`config.mk`:
```
export PLATFORM = sky130hd
export DESIGN_NAME = cpu_sequencer
export DESIGN_NICKNAME = d
export VERILOG_FILES = /design/src/rtl/cpu_sequencer.sv
export SDC_FILE = /design/constraint.sdc
export NUM_CORES = 1
export LEC_CHECK = 0
export BUFFER_PORTS_ARGS = -buffer_cell sky130_fd_sc_hd__buf_2
export CAP_MARGIN = 20
export CORE_ASPECT_RATIO = 1.25
export CORE_MARGIN = 3
export CORE_UTILIZATION = 51
export CTS_BUF_LIST = sky130_fd_sc_hd__clkbuf_8 sky130_fd_sc_hd__clkbuf_16
export DETAILED_ROUTE_END_ITERATION = 12
export PLACE_DENSITY = 0.78
export SLEW_MARGIN = 25
export SYNTH_ARGS = -nofsm -noshare
export SYNTH_HDL_FRONTEND = slang
export SYNTH_SLANG_ARGS = --single-unit
```
`constraint.sdc`:
```
create_clock -name clk -period 3.07 [get_ports clk]
set_clock_uncertainty 0.2 [all_clocks]
set_input_delay 0.307 -clock clk [delete_from_list [all_inputs] [get_ports clk]]
set_output_delay 0.307 -clock clk [all_outputs]
set_load 0.01 [all_outputs]
```
`src/rtl/cpu_sequencer.sv`:
```
// cpu_sequencer: multi-cycle fetch/decode/exec/mem/wb control FSM
// with a sticky illegal-instruction trap and a retire counter.
module cpu_sequencer (
  input  logic        clk,
  input  logic        rst_n,
  input  logic        run,
  input  logic        imem_ack,
  input  logic        dmem_ack,
  input  logic        write_reg,
  input  logic        write_mem,
  input  logic        read_ram,
  input  logic        illegal,
  output logic        imem_req,
  output logic        ir_we,
  output logic        dmem_req,
  output logic        dmem_we,
  output logic        mdr_we,
  output logic        rf_we,
  output logic        pc_we,
  output logic        trap,
  output logic [2:0]  state,
  output logic [31:0] instret
);

  typedef enum logic [2:0] {
    S_FETCH  = 3'd0,
    S_DECODE = 3'd1,
    S_EXEC   = 3'd2,
    S_MEM    = 3'd3,
    S_WB     = 3'd4,
    S_TRAP   = 3'd5
  } state_e;

  state_e      state_q, state_d;
  logic        ipend_q, ipend_d;
  logic [31:0] instret_q, instret_d;
  logic        mem_op;
  logic        bad_op;

  assign mem_op = write_mem | read_ram;
  assign bad_op = illegal | (write_mem & read_ram);

  always_comb begin
    state_d  = state_q;
    ipend_d  = 1'b0;
    imem_req = 1'b0;
    ir_we    = 1'b0;
    dmem_req = 1'b0;
    dmem_we  = 1'b0;
    mdr_we   = 1'b0;
    rf_we    = 1'b0;
    pc_we    = 1'b0;
    trap     = 1'b0;
    case (state_q)
      S_FETCH: begin
        // a raised fetch stays raised until acked, even if run drops
        imem_req = run | ipend_q;
        ipend_d  = imem_req & ~imem_ack;
        if (imem_req && imem_ack) begin
          ir_we   = 1'b1;
          state_d = S_DECODE;
        end
      end
      S_DECODE: begin
        state_d = bad_op ? S_TRAP : S_EXEC;
      end
      S_EXEC: begin
        if (mem_op) begin
          state_d = S_MEM;
        end else if (write_reg) begin
          state_d = S_WB;
        end else begin
          pc_we   = 1'b1;
          state_d = S_FETCH;
        end
      end
      S_MEM: begin
        dmem_req = 1'b1;
        dmem_we  = write_mem;
        if (dmem_ack) begin
          if (read_ram) begin
            mdr_we  = 1'b1;
            state_d = S_WB;
          end else begin
            pc_we   = 1'b1;
            state_d = S_FETCH;
          end
        end
      end
      S_WB: begin
        rf_we   = 1'b1;
        pc_we   = 1'b1;
        state_d = S_FETCH;
      end
      S_TRAP: begin
        trap = 1'b1;
      end
      default: begin
        state_d = S_FETCH;
      end
    endcase
    if (!rst_n) begin
      imem_req = 1'b0;
      ir_we    = 1'b0;
      dmem_req = 1'b0;
      dmem_we  = 1'b0;
      mdr_we   = 1'b0;
      rf_we    = 1'b0;
      pc_we    = 1'b0;
      trap     = 1'b0;
    end
  end

  assign instret_d = instret_q + {31'd0, pc_we};

  always_ff @(posedge clk or negedge rst_n) begin
    if (!rst_n) begin
      state_q   <= S_FETCH;
      ipend_q   <= 1'b0;
      instret_q <= 32'd0;
    end else begin
      state_q   <= state_d;
      ipend_q   <= ipend_d;
      instret_q <= instret_d;
    end
  end

  assign state   = state_q;
  assign instret = instret_q;

endmodule

```
==> results.cfg <==
[logic_synthesis]
syn-num-nets = 178
synth_warnings = 0
synth_edf_count = 0
yosys.area.top_type_share_pct = 51.2
synthCells = 167
synthFlopType = dfrtp_1
syn-mean-instance-area_um2 = 10.5
synth.area.top_cells = dfrtp_1 51%, xnor2_1 10%, nand3_1 4.0%
yosysUniqueCellTypes = 32
synth_most_common_cell = dfrtp_1
synth_seq_cells = 36
synth_common_cells = 36 x dfrtp_1, 21 x xnor2_1, 16 x nand2_1
yosysTopAreaCell = dfrtp_1
synth_async_sr_flop_share_pct = 100
syn-cell-area_mm2 = 0.00176
seq_area_frac_synth_pct = 51.2

[floorplan]
die_x_um = 58.5
ios = 52
die-area_mm2 = 0.00419
core_area_mm2 = 0.00325
num_rows = 23
initial_core_util_pct = 54.1
die_h_um = 71.7

[timing]
worst_hold_slack_ns = 0.0141
slew_viol_final = 0
setup_violations = 0
hold_viol = 0
worstMarginPinSlew_ns = 0.464
slew_headroom_pct = 69.1
clock.fmax_mhz = 362
tns_ns = 0
period_share_pct = 89.9
rsz0062_at_grt = no
fin_ws_ns = 0.311
min_period_ns = 2.76

[finish]
nets = 237
nFillCells = 295
diodes = 0
drive_gt1_share_pct = 29.5
synthToLayoutAreaGrowth_pct = 23.4

[critical_path]
worst_ep_required_time_ns = 3.04
arrival_ns = 2.72
worstPathCellList = nor2b_2 > nand2_1 > o22ai_1 > nand2b_1 > a21boi_0 > ha_1 > and4_1 > nand2_1 > nor3_1 > nand2_1 > xnor2_1
path_delay_family = simple AND/OR/NAND/NOR gates
slowest_stage = dfrtp_1
reg2reg_from = state[2]
path_class = flop to flop
crit_path_end_kind = flop
path_buf_inv = 0
cp_slowest_stage_delay_ns = 0.47
cp-startpoint = state[2]
path_max_fanout = 8
path_common_cell = nand2_1
start_kind = flop

[cts]
clockRootBuffer = clkbuf_8
path_clk_slew_ns = 0.07
cts_sinks = 36
insertion_delay_ns = 0.28
numCtsBuffers = 5
post_cts_buffers = 0
h-tree-depth = 2
cts_tree = done
cts_max_path_buffers = 2

[route]
routed_wirelength_um = 3640
num_vias = 1431
drt_iter0_markers = 56
viasPerCell = 5.42
drt.antenna.violating_nets = 0
post-route-drc-count = 0
drt-pass1-iter-count = 5
wl_per_cell_um = 13.8

[flow_run]
maxCapViolations = 0

[placement]
pre_cts_slack_ns = 0.263
io_buffers = 51
finalWeightedCongestion = 0.873
dp_hpwl_um = 2690

[pwr]
finalPower_mw = 1.21
power.density_mw_per_mm2 = 558
p_leak_nw = 1.17
ir_drop_mv = 0.460

[global_routing]
grt_pass1_wl_um = 5930
grt_pass1_vias = 1294
grtUsageTotal_pct = 18.9
antenna_found_initial = 0
grt_max_degree = 41
overflow = 0

[min_path]
worstHoldStart = imem_ack
min_path_type = input pin to flop

[status]
status = finished clean
==> metrics by stage <==
step	cell area [um2]	instances	util [%]
2_1_floorplan	1760	167	-
3_3_place_gp	2070	255	63.6
3_5_place_dp	2070	255	63.6
4_1_cts	2170	264	66.7
5_1_grt	2170	264	66.8
6_report	2170	264	66.8
==> cell families after synthesis <==
kind of cell / Yosys count / share of synthesized area [%]
compound gates: 16 / 5.41
xor+xnor: 30 / 15.4
fa+ha+maj: 2 / 1.42
buf+inv: 6 / 1.28
flops: 36 / 51.2
simple gates: 77 / 25.3
==> report_power, final <==
group	internal (mW)	switching (mW)
logic	0.132	0.152
registers	0.523	0.0772
clock network	0.176	0.151
total	0.830	0.380
==> state kept, by name (all words and copies together) (netlist names) <==
signal and flops:
ipend_q 1, state 3, instret 32
==> metal layers <==
metal / vias up / global-route usage (%) / routed length, um
met2: 54 / 29.3 / 1770
met1: 680 / 23.9 / 1530
met5: - / 0 / 0
met3: 8 / 5.77 / 273
met4: 0 / 8.76 / 70
li1: 689 / - / -
==> layout by cell type (no fill, tap or decap), drive strengths merged <==
| cell | instances |
|---|---|
| and3 | 6 |
| nand3b | 2 |
| nor2 | 13 |
| a22oi | 1 |
| nor3b | 1 |
| nand4 | 5 |
| or4 | 1 |
| a21boi | 1 |
| clkbuf | 6 |
| dfrtp | 36 |
| nor2b | 5 |
| o21ai | 6 |
| ha | 2 |
| dlygate4sd3 | 1 |
| o22ai | 3 |
| a211oi | 1 |
| nand3 | 14 |
| a31o | 1 |
| nor4 | 1 |
| xor2 | 8 |
| a21oi | 3 |
| nand2 | 16 |
| nor3 | 5 |
| xnor2 | 22 |
| inv | 6 |
| and2 | 2 |
| nand2b | 2 |
| and4 | 4 |
| buf | 53 |
==> timing repair <==
item	4_1_cts	5_1_grt
hold buffers	1	0
setup endpoints to repair	0	2
gates resized for setup	0	1
hold endpoints to repair	36	0
==> area by class of cell <==
class                      count  area, um2  share of cell area, %
clock inverter                 2       7.51                  0.346
tap                           37       46.3                   2.13
clock buffer                   6       82.6                   3.80
sequential                    36        901                   41.5
inverter                       4       15.0                  0.692
multi-input combinational    125        838                   38.6
timing repair buffer          54        280                   12.9
==> path summary, 6_finish.rpt <==
path	end	slack, ns	cells past startpoint
worst min-delay path	ipend_q	0.01	2
worst max register to register	instret[21]	0.31	11
max in group asynchronous	instret[12]	1.88	3
worst min register to register	instret[31]	0.27	1
worst max-delay path	instret[21]	0.31	11
min in group asynchronous	instret[24]	0.46	3
(Power assumes the default switching activity.)
